==> config.mk <==
export PLATFORM = sky130hd
export DESIGN_NAME = arc4_sched
export DESIGN_NICKNAME = d
export VERILOG_FILES = /design/src/rtl/arc4_pkg.sv /design/src/rtl/arc4_sched_mux.sv /design/src/rtl/arc4_sched.sv
export SDC_FILE = /design/constraint.sdc
export NUM_CORES = 1
export LEC_CHECK = 0
export ABC_AREA = 1
export CAP_MARGIN = 20
export CELL_PAD_IN_SITES_DETAIL_PLACEMENT = 0
export CELL_PAD_IN_SITES_GLOBAL_PLACEMENT = 1
export CORE_AREA = 4 4 131 133
export CTS_CLUSTER_DIAMETER = 50
export CTS_CLUSTER_SIZE = 16
export DETAILED_ROUTE_END_ITERATION = 6
export DIE_AREA = 0 0 135 137
export PLACE_DENSITY_LB_ADDON = 0.1
export SYNTH_ARGS = -nofsm -noshare
export SYNTH_HDL_FRONTEND = slang
export SYNTH_SLANG_ARGS = --single-unit
==> constraint.sdc <==
create_clock -name clk -period 5 [get_ports clk]
set_input_delay 0.75 -clock clk [delete_from_list [all_inputs] [get_ports clk]]
set_output_delay 0.75 -clock clk [all_outputs]
set_load 0.005 [all_outputs]
==> src/rtl/arc4_pkg.sv <==
// Shared types for the ARC4 key-search scheduler: FSM states, S-RAM grant
// encoding and the default key width.
package arc4_pkg;

   localparam int unsigned KEY_W_DEF = 24;

   typedef enum logic [2:0] {
      ST_IDLE,
      ST_CLR,
      ST_INIT,
      ST_KSA,
      ST_PRGA,
      ST_FOUND,
      ST_FAIL,
      ST_ERR
   } state_t;

   typedef enum logic [1:0] {
      GR_INIT = 2'd0,
      GR_KSA  = 2'd1,
      GR_PRGA = 2'd2
   } grant_t;

   function automatic logic is_phase(input state_t s);
      return (s == ST_INIT) || (s == ST_KSA) || (s == ST_PRGA);
   endfunction

endpackage

==> src/rtl/arc4_sched_mux.sv <==
// S-RAM port mux: forwards the granted requester's address, data and write
// enable; everything is forced to zero while gated off.
module s_mem_mux
   import arc4_pkg::*;
(
   input  grant_t          i_grant,
   input  logic            i_en,
   input  logic [2:0][7:0] i_req_addr,
   input  logic [2:0][7:0] i_req_wrdata,
   input  logic [2:0]      i_req_wren,
   output logic [7:0]      o_addr,
   output logic [7:0]      o_wrdata,
   output logic            o_wren
);

   always_comb begin
      o_addr   = '0;
      o_wrdata = '0;
      o_wren   = 1'b0;
      if (i_en) begin
         case (i_grant)
            GR_INIT: begin
               o_addr   = i_req_addr[0];
               o_wrdata = i_req_wrdata[0];
               o_wren   = i_req_wren[0];
            end
            GR_KSA: begin
               o_addr   = i_req_addr[1];
               o_wrdata = i_req_wrdata[1];
               o_wren   = i_req_wren[1];
            end
            GR_PRGA: begin
               o_addr   = i_req_addr[2];
               o_wrdata = i_req_wrdata[2];
               o_wren   = i_req_wren[2];
            end
            default: begin
               o_addr   = '0;
               o_wrdata = '0;
               o_wren   = 1'b0;
            end
         endcase
      end
   end

endmodule

==> src/rtl/arc4_sched.sv <==
// ARC4 key-search scheduler: steps each candidate key through the init, KSA
// and PRGA loop blocks, owns the S-RAM grant and a per-phase watchdog.
module arc4_sched
   import arc4_pkg::*;
#(
   parameter int unsigned KEY_W   = KEY_W_DEF,
   parameter int unsigned TIMEOUT = 4096
) (
   input  logic             clk,
   input  logic             rst,
   input  logic             start,
   input  logic [KEY_W-1:0] key_lo,
   input  logic [KEY_W-1:0] key_hi,
   output logic [KEY_W-1:0] key,
   output logic             phase_clr,
   output logic             init_go,
   output logic             ksa_go,
   output logic             prga_go,
   input  logic             init_done,
   input  logic             ksa_done,
   input  logic             prga_done,
   input  logic             prga_ok,
   input  logic [2:0][7:0]  req_addr,
   input  logic [2:0][7:0]  req_wrdata,
   input  logic [2:0]       req_wren,
   output logic [7:0]       s_addr,
   output logic [7:0]       s_wrdata,
   output logic             s_wren,
   output logic             busy,
   output logic             done,
   output logic             found,
   output logic             err
);

   localparam int unsigned WD_W = $clog2(TIMEOUT + 1);
   localparam logic [WD_W-1:0] WD_LAST = WD_W'(TIMEOUT - 1);

   state_t           r_state;
   grant_t           r_grant;
   logic [KEY_W-1:0] r_key;
   logic [KEY_W-1:0] r_key_hi;
   logic [WD_W-1:0]  r_wdog;
   logic             r_phase_clr;
   logic             r_init_go;
   logic             r_ksa_go;
   logic             r_prga_go;
   logic             r_busy;
   logic             r_done;
   logic             r_found;
   logic             r_err;

   logic             w_ph_done;
   logic             w_wd_exp;
   logic             w_mux_en;

   // Only the current phase's done counts; stray dones from other blocks are dropped.
   always_comb begin
      w_ph_done = 1'b0;
      case (r_state)
         ST_INIT: w_ph_done = init_done;
         ST_KSA:  w_ph_done = ksa_done;
         ST_PRGA: w_ph_done = prga_done;
         default: w_ph_done = 1'b0;
      endcase
   end

   assign w_wd_exp = (r_wdog == WD_LAST);
   assign w_mux_en = is_phase(r_state);

   always_ff @(posedge clk) begin
      if (rst) begin
         r_state     <= ST_IDLE;
         r_grant     <= GR_INIT;
         r_key       <= '0;
         r_key_hi    <= '0;
         r_wdog      <= '0;
         r_phase_clr <= 1'b0;
         r_init_go   <= 1'b0;
         r_ksa_go    <= 1'b0;
         r_prga_go   <= 1'b0;
         r_busy      <= 1'b0;
         r_done      <= 1'b0;
         r_found     <= 1'b0;
         r_err       <= 1'b0;
      end else begin
         r_phase_clr <= 1'b0;
         case (r_state)
            ST_IDLE, ST_FOUND, ST_FAIL, ST_ERR: begin
               if (start) begin
                  r_key    <= key_lo;
                  r_key_hi <= key_hi;
                  r_wdog   <= '0;
                  r_found  <= 1'b0;
                  r_err    <= 1'b0;
                  if (key_lo > key_hi) begin
                     r_state <= ST_FAIL;
                     r_busy  <= 1'b0;
                     r_done  <= 1'b1;
                  end else begin
                     r_state     <= ST_CLR;
                     r_phase_clr <= 1'b1;
                     r_busy      <= 1'b1;
                     r_done      <= 1'b0;
                  end
               end
            end
            ST_CLR: begin
               r_wdog    <= '0;
               r_grant   <= GR_INIT;
               r_init_go <= 1'b1;
               r_state   <= ST_INIT;
            end
            ST_INIT, ST_KSA, ST_PRGA: begin
               // Done is checked before expiry so a last-cycle completion still advances.
               if (w_ph_done) begin
                  r_wdog    <= '0;
                  r_init_go <= 1'b0;
                  r_ksa_go  <= 1'b0;
                  r_prga_go <= 1'b0;
                  case (r_state)
                     ST_INIT: begin
                        r_ksa_go <= 1'b1;
                        r_grant  <= GR_KSA;
                        r_state  <= ST_KSA;
                     end
                     ST_KSA: begin
                        r_prga_go <= 1'b1;
                        r_grant   <= GR_PRGA;
                        r_state   <= ST_PRGA;
                     end
                     default: begin
                        if (prga_ok) begin
                           r_state <= ST_FOUND;
                           r_busy  <= 1'b0;
                           r_done  <= 1'b1;
                           r_found <= 1'b1;
                        end else if (r_key == r_key_hi) begin
                           r_state <= ST_FAIL;
                           r_busy  <= 1'b0;
                           r_done  <= 1'b1;
                        end else begin
                           r_key       <= r_key + KEY_W'(1);
                           r_phase_clr <= 1'b1;
                           r_state     <= ST_CLR;
                        end
                     end
                  endcase
               end else if (w_wd_exp) begin
                  r_wdog    <= '0;
                  r_init_go <= 1'b0;
                  r_ksa_go  <= 1'b0;
                  r_prga_go <= 1'b0;
                  r_busy    <= 1'b0;
                  r_done    <= 1'b1;
                  r_err     <= 1'b1;
                  r_state   <= ST_ERR;
               end else begin
                  r_wdog <= r_wdog + WD_W'(1);
               end
            end
            default: r_state <= ST_IDLE;
         endcase
      end
   end

   s_mem_mux u_mux (
      .i_grant      (r_grant),
      .i_en         (w_mux_en),
      .i_req_addr   (req_addr),
      .i_req_wrdata (req_wrdata),
      .i_req_wren   (req_wren),
      .o_addr       (s_addr),
      .o_wrdata     (s_wrdata),
      .o_wren       (s_wren)
   );

   assign key       = r_key;
   assign phase_clr = r_phase_clr;
   assign init_go   = r_init_go;
   assign ksa_go    = r_ksa_go;
   assign prga_go   = r_prga_go;
   assign busy      = r_busy;
   assign done      = r_done;
   assign found     = r_found;
   assign err       = r_err;

endmodule

==> results.py, run 1 <==
metrics = {
    "critical_path": {
        "worst_path_max_delay_cell": "sky130_fd_sc_hd__clkdlybuf4s50_1",
        "cp-startpoint": "r_state[2]",
        "r2r_setup_slack_ns": 2.46,
        "critical_path.top_delay_family": "buffers and inverters",
        "regToRegEndpoint": "key[5]",
        "critical_path.max_fanout": 22,
        "rr_worst_depth": 13,
        "critical_path.cell_chain": "inv_2 -> nor3_4 -> inv_2 -> nand2_1 -> buf_4 -> nand2_1 -> inv_1 -> clkdlybuf4s50_1",
        "setup.worst_path.end_class": "output pin",
        "critPathArrivalTime_ns": 2.18,
        "cp_slowest_stage_delay_ns": 0.50,
        "required_ns": 4.25,
        "r2r_start": "key[18]",
        "crit_type": "reg2out",
        "worstPathBufferInverterCount": 5,
        "worstSetupStartpointType": "register",
    },
    "die": {
        "placeable_core_region_um2": 15830,
        "placement_rows": 46,
        "floorplan.io_pins": 155,
        "initial_core_util": 0.3474,
        "floorplan.die_area_um2": 18500,
        "die_h_um": 137,
        "chipWidth_um": 135,
    },
    "clock_tree": {
        "numCtsBuffers": 9,
        "worstSkewPairLatency_ns": 0.35,
        "post_cts_buffers": 0,
        "cts-root-buf": "sky130_fd_sc_hd__clkbuf_16",
        "clkTransAtPathRegs_ns": 0.06,
        "cts_sinks": 74,
        "clock_path_buffers": 2,
        "postCtsResizedCells": 0,
        "tritoncts": "yes",
        "postCtsHoldBufs": 0,
        "clock_tree.htree_level_count": 3,
    },
    "synthesis": {
        "synthDominantAreaCellType": "sky130_fd_sc_hd__dfxtp_1",
        "post_synthesis_instance_area_um2": 5498,
        "synth-compound-area-share": 0.1238,
        "post-synth-top-count-cell": "sky130_fd_sc_hd__nand2_1",
        "synth_adder_area_share": 0.05917,
        "post_synth_and_or_nand_nor_area_fraction": 0.3921,
        "synth_top_family_by_area": "simple AND/OR/NAND/NOR gates",
        "synth-xor-area-share": 0.02868,
        "synthesis.area_per_instance_um2": 5.886,
        "synth_top_cells_by_count": "sky130_fd_sc_hd__nand2_1, sky130_fd_sc_hd__inv_1, sky130_fd_sc_hd__nor2_1, sky130_fd_sc_hd__a21oi_1, sky130_fd_sc_hd__dfxtp_1",
        "yosysWarningCount": 0,
        "flops_latches_synth": 74,
        "post_synth_num_cell_types": 38,
        "fraction_of_registers_with_async_set_or_reset_after_synthesis": 0,
        "synth-main-ff-cell": "sky130_fd_sc_hd__dfxtp_1",
        "syn-instance-count": 934,
        "proportion_of_netlist_area_held_by_the_largest_area_contributor": 0.2695,
        "synth.area.top_cells": "sky130_fd_sc_hd__dfxtp_1, sky130_fd_sc_hd__nand2_1, sky130_fd_sc_hd__inv_1, sky130_fd_sc_hd__a21oi_1, sky130_fd_sc_hd__ha_1",
        "synth-edff-count": 0,
        "yosys-mux-area-fraction": 0.005462,
        "synth_fp_nets": 1066,
        "synth_seq_area_share": 0.2695,
    },
    "timing": {
        "setup_tns_ns": 0,
        "final.min_clock_period_ns": 2.935,
        "final_max_slew_viol_count": 0,
        "maxClockFrequency_mhz": 340.7,
        "final-setup-viol-count": 0,
        "unrepaired_setup_endpoints_after_global_routing": "false",
        "post-route-period-util": 0.5870,
        "finalHoldViolCount": 0,
        "max-slew-margin-rel": 0.3729,
        "fin_skew_ns": 0.009598,
        "transition_time_of_the_tightest_slew_check_pin_ns": 0.9377,
    },
    "final_layout": {
        "seq_area_um2": 1481,
        "area_growth_syn_to_layout_pct": 36.46,
        "stdcell_count": 1296,
        "multiInputGateArea_um2": 3352,
        "num-fill-cells": 1743,
        "drive_gt1_frac": 0.04907,
        "insertedDiodeCount": 0,
        "final_nets": 1207,
        "final_util": 0.4740,
    },
    "pwr": {
        "netSwitchingFraction": 0.4559,
        "p_total_mw": 3.463,
        "vdd.ir_drop.worst_mv": 0.2102,
        "pwr_density_cell_nw_per_um2": 461.6,
        "clock_power_share": 0.196,
        "cellLeakagePower_nw": 3.434,
        "total_switching_power_mw": 1.579,
        "p_int_mw": 1.884,
        "seq_power_share": 0.285,
        "comb_power_share": 0.519,
    },
    "detailed_routing": {
        "detailedRoute.firstPassIterationCount": 4,
        "via_count": 6085,
        "first_iter_violations": 334,
        "vias_per_cell": 4.695,
        "detail_route.wirelength_mm": 18.69,
        "wire_per_inst_um": 14.42,
        "number_of_remaining_drc_errors": 0,
        "ant_nets": 0,
    },
    "hold_path": {
        "hold_start": "r_wdog[12]",
        "worstHoldPathType": "reg2reg",
        "holdPathEnd": "r_wdog[12]",
        "min_path_cells": 2,
    },
    "run_status": {
        "run_status": "complete, no violations",
    },
    "global_routing": {
        "globalRouteTotalUtil": 0.2029,
        "grt_pass1_wl_mm": 29.98,
        "first_global_vias": 5782,
        "grt_antenna_before_repair": 0,
        "globalRoute.totalOverflow": 0,
        "pin_count_of_the_biggest_net_entering_global_routing": 49,
    },
    "placement": {
        "place_congestion": 0.8804,
        "placed_cells_incl_taps": 1280,
        "portBuffers": 154,
        "sum_of_net_half_perimeters_after_detailed_placement_mm": 14.36,
    },
    "flow_run": {
        "maxCapViolCount": 0,
    },
}
power by group through the flow:
stage | sequential, mW | combinational (mW) | clock (mW)
2_1_floorplan | 0.920 | 1.20 | 0
6_report | 0.987 | 1.80 | 0.678
5_1_grt | 1.02 | 2.05 | 0.716
3_5_place_dp | 1.00 | 1.80 | 0
4_1_cts | 0.987 | 1.81 | 0.692
3_3_place_gp | 1.00 | 1.80 | 0
layer usage:
layer	GRT usage	vias up	wire length [µm]
met5	0	-	0
met3	0.03493	18	1159
li1	-	3215	-
met1	0.3013	2697	9546
met4	0.05207	0	240
met2	0.3035	155	7739
layout make-up:
class / instances / area share
clock inverters: 7 / 0.01017
clock buffers: 9 / 0.03002
inverters: 136 / 0.06805
well taps: 216 / 0.03602
repair buffers: 160 / 0.2115
multi-input cells: 694 / 0.4468
flip-flops and latches: 74 / 0.1975
registers in the layout (all words and copies together), names as in the netlist:
signal	flops
r_wdog	13
prga_go	1
found	1
key	24
r_grant	2
err	1
busy	1
done	1
r_state	3
init_go	1
ksa_go	1
phase_clr	1
r_key_hi	24
cells in the final DEF, fill, tap and decap left out, types with 3 or more instances in the layout:
cell / instances
sky130_fd_sc_hd__a21oi_1: 75
sky130_fd_sc_hd__buf_4: 6
sky130_fd_sc_hd__clkbuf_16: 9
sky130_fd_sc_hd__clkdlybuf4s50_1: 154
sky130_fd_sc_hd__dfxtp_1: 74
sky130_fd_sc_hd__ha_1: 26
sky130_fd_sc_hd__inv_1: 122
sky130_fd_sc_hd__inv_2: 12
sky130_fd_sc_hd__mux2i_1: 3
sky130_fd_sc_hd__nand2_1: 332
sky130_fd_sc_hd__nand2_2: 4
sky130_fd_sc_hd__nand2_4: 4
sky130_fd_sc_hd__nand3_1: 46
sky130_fd_sc_hd__nand4_1: 14
sky130_fd_sc_hd__nor2_1: 84
sky130_fd_sc_hd__nor2_2: 5
sky130_fd_sc_hd__nor3_1: 18
sky130_fd_sc_hd__o21ai_0: 34
sky130_fd_sc_hd__o21ai_1: 10
sky130_fd_sc_hd__o31ai_1: 3
sky130_fd_sc_hd__or2_2: 4
sky130_fd_sc_hd__xnor2_1: 5
sky130_fd_sc_hd__xor2_1: 13
kinds of logic after synthesis:
logic type	after synthesis
multiplexers	3
AND/OR/NAND/NOR	517
AO/OA/AOI/OAI	130
XOR/XNOR	18
buffers and inverters	166
flip-flops	74
adder cells (fa/ha/maj)	26
stage by stage:
stage	instance area [µm²]	hold slack (ns)	setup slack (ns)
detailed placement	7201	0.4479	2.124
CTS	7502	0.4582	2.052
global placement	7201	0.4386	2.162
floorplan	5498	0.4221	2.763
finish	7502	0.4559	2.065
global route	7502	0.4730	1.931
worst register-to-register path: cells and delay by family, from the launching register on:
family | cells | cell delay, ns
compound gates | 1 | 0.06
simple gates | 10 | 1.41
flops | 1 | 0.45
buf+inv | 2 | 0.44
worst max path at each step:
stage | endpoint | cells after the start
after floorplan | s_addr[4] | 9
after global placement | done | 12
after detailed placement | key[22] | 11
after CTS | s_wrdata[6] | 8
after global routing | s_wrdata[6] | 8
final | s_wrdata[6] | 8
(Power assumes the default switching activity.)
==> run 2, diff against run 1 <==
--- a/config.mk
+++ b/config.mk
@@ -9,11 +9,11 @@
 export CAP_MARGIN = 20
 export CELL_PAD_IN_SITES_DETAIL_PLACEMENT = 0
 export CELL_PAD_IN_SITES_GLOBAL_PLACEMENT = 1
-export CORE_AREA = 4 4 131 133
+export CORE_AREA = 4 4 143 145
 export CTS_CLUSTER_DIAMETER = 50
 export CTS_CLUSTER_SIZE = 16
 export DETAILED_ROUTE_END_ITERATION = 6
-export DIE_AREA = 0 0 135 137
+export DIE_AREA = 0 0 147 149
 export PLACE_DENSITY_LB_ADDON = 0.1
 export SYNTH_ARGS = -nofsm -noshare
 export SYNTH_HDL_FRONTEND = slang
==> constraint.sdc (replaced) <==
create_clock -name clk -period 2.7 [get_ports clk]
set_input_delay 0.405 -clock clk [delete_from_list [all_inputs] [get_ports clk]]
set_output_delay 0.405 -clock clk [all_outputs]
set_load 0.005 [all_outputs]
==> run 2 against run 1 <==
Net effect: first-iteration DRC count fell by 23%; clock skew down 0.0024 ns; worst hold slack worse by 0.011 ns; flip-flop and latch count unchanged; non-clock buffer count rose by 11; final cell count grew 4.6%; global-route usage decreased by 2.4 points; die area up 18%; setup slack worse by 1.9 ns; sequential share of layout area is 0.43 points lower; final area rose by 2.2%; via count is 0.16% lower; largest cell class unchanged.
==> results.py, run 2 (synthesis gave the netlist of run 1 again) <==
metrics = {
    "timing": {
        "max-slew-margin-rel": 0.5514,
        "unrepaired_setup_endpoints_after_global_routing": "false",
        "maxClockFrequency_mhz": 394.8,
        "setup_tns_ns": 0,
        "final_max_slew_viol_count": 0,
        "fin_skew_ns": 0.007244,
        "final-setup-viol-count": 0,
        "final.min_clock_period_ns": 2.533,
        "transition_time_of_the_tightest_slew_check_pin_ns": 0.6729,
        "finalHoldViolCount": 0,
        "post-route-period-util": 0.9381,
    },
    "critical_path": {
        "critical_path.top_delay_family": "buffers and inverters",
        "worstPathBufferInverterCount": 5,
        "critical_path_cell_count": 8,
        "critical_path.cell_chain": "inv_2 -> nor3_4 -> inv_2 -> nand2_1 -> buf_4 -> nand2_1 -> inv_1 -> clkdlybuf4s50_1",
        "crit_type": "reg2out",
        "rr_worst_depth": 14,
        "critical_path.max_fanout": 20,
        "required_ns": 2.30,
        "worstSetupStartpointType": "register",
        "worst_path_max_delay_cell": "sky130_fd_sc_hd__clkdlybuf4s50_1",
        "critPathArrivalTime_ns": 2.13,
        "r2r_setup_slack_ns": 0.41,
        "cp_slowest_stage_delay_ns": 0.52,
        "setup.worst_path.end_class": "output pin",
    },
    "clock_tree": {
        "postCtsHoldBufs": 0,
        "tritoncts": "yes",
        "post_cts_buffers": 0,
        "cts_sinks": 74,
        "worstSkewPairLatency_ns": 0.35,
        "clock_path_buffers": 2,
        "postCtsResizedCells": 0,
        "clkTransAtPathRegs_ns": 0.06,
        "clock_tree.htree_level_count": 3,
        "numCtsBuffers": 9,
        "cts-root-buf": "sky130_fd_sc_hd__clkbuf_16",
    },
    "placement": {
        "place_congestion": 0.8224,
        "portBuffers": 154,
        "placed_cells_incl_taps": 1340,
        "sum_of_net_half_perimeters_after_detailed_placement_mm": 15.46,
    },
    "die": {
        "chipWidth_um": 147,
        "floorplan.die_area_um2": 21900,
        "placeable_core_region_um2": 19210,
        "placement_rows": 51,
        "die_h_um": 149,
        "floorplan.io_pins": 155,
        "initial_core_util": 0.2862,
    },
    "final_layout": {
        "drive_gt1_frac": 0.05866,
        "layout_commonest_cell": "sky130_fd_sc_hd__nand2_1",
        "area_growth_syn_to_layout_pct": 39.51,
        "stdcell_count": 1356,
        "layout_common_cells": "sky130_fd_sc_hd__nand2_1, sky130_fd_sc_hd__clkdlybuf4s50_1, sky130_fd_sc_hd__inv_1",
        "final_nets": 1218,
        "insertedDiodeCount": 0,
    },
    "hold_path": {
        "min_path_cells": 2,
        "worstHoldPathType": "reg2reg",
    },
    "detailed_routing": {
        "detail_route.wirelength_mm": 19.63,
        "first_iter_violations": 256,
        "ant_nets": 0,
        "vias_per_cell": 4.480,
        "wire_per_inst_um": 14.47,
        "number_of_remaining_drc_errors": 0,
        "detailedRoute.firstPassIterationCount": 5,
        "via_count": 6075,
    },
    "global_routing": {
        "globalRoute.totalOverflow": 0,
        "first_global_vias": 5807,
        "pin_count_of_the_biggest_net_entering_global_routing": 32,
        "grt_antenna_before_repair": 0,
        "grt_pass1_wl_mm": 31.52,
        "globalRouteTotalUtil": 0.1794,
    },
    "pwr": {
        "cellLeakagePower_nw": 3.497,
        "pwr_density_cell_nw_per_um2": 861.0,
        "vdd.ir_drop.worst_mv": 0.3812,
    },
    "flow_run": {
        "maxCapViolCount": 0,
    },
    "run_status": {
        "run_status": "complete, no violations",
    },
}
==> run 2: cell types whose count changed in the layout (fill, tap and decap cells not counted) <==
| cell | before | now |
|---|---|---|
| sky130_fd_sc_hd__clkinvlp_4 | 2 | 3 |
| sky130_fd_sc_hd__clkinv_2 | 1 | 0 |
| sky130_fd_sc_hd__buf_4 | 6 | 17 |
| sky130_fd_sc_hd__clkinv_4 | 1 | 0 |
| sky130_fd_sc_hd__bufinv_16 | 1 | 2 |
==> run 2: where the power goes <==
part	internal, mW	switching [mW]	leakage (nW)	total, mW
clock network	0.816	0.536	0.149	1.35
registers	1.41	0.416	0.607	1.82
logic	1.42	2.01	2.74	3.43
total	3.64	2.96	3.50	6.60
==> run 2: worst paths after layout <==
check | from | end
setup / recovery | r_state[2] | s_addr[7]
hold / removal | r_wdog[12] | r_wdog[12]
setup reg to reg | key[18] | key[21]
hold reg to reg | r_wdog[12] | r_wdog[12]
==> run 2: per-layer routing <==
metal	GRT usage	up-vias	wire length, µm
li1	-	3230	-
met1	0.2640	2689	10010
met5	0	-	0
met4	0.04007	0	162
met2	0.2768	146	8469
met3	0.02826	10	980
==> run 2: through the flow <==
stage / worst slack [ns] / power [mW] / cell area [µm²] / hold WS (ns) / util
2_1_floorplan: 0.8081 / 3.934 / 5498 / 0.4221 / -
3_3_place_gp: 0.2512 / 5.319 / 7345 / 0.4362 / 0.3824
3_5_place_dp: 0.2181 / 5.309 / 7345 / 0.4360 / 0.3824
4_1_cts: 0.1270 / 6.692 / 7670 / 0.4463 / 0.3993
5_1_grt: 0.01898 / 7.196 / 7670 / 0.4613 / 0.3993
6_report: 0.1672 / 6.604 / 7670 / 0.4445 / 0.3993
==> run 2: layout make-up <==
class	instances	area (µm²)
sequential	74	1481
clock buffer	9	225.2
fill	2175	11540
timing repair buffer	171	1669
multi-input combinational	694	3352
tap	265	331.6
inverter	136	510.5
clock inverter	7	100.1
==> run 2: tightest hold or removal path: stages (launching register included) <==
cell and delay, ns:
sky130_fd_sc_hd__dfxtp_1 0.30, sky130_fd_sc_hd__inv_1 0.06, sky130_fd_sc_hd__a311oi_1 0.04
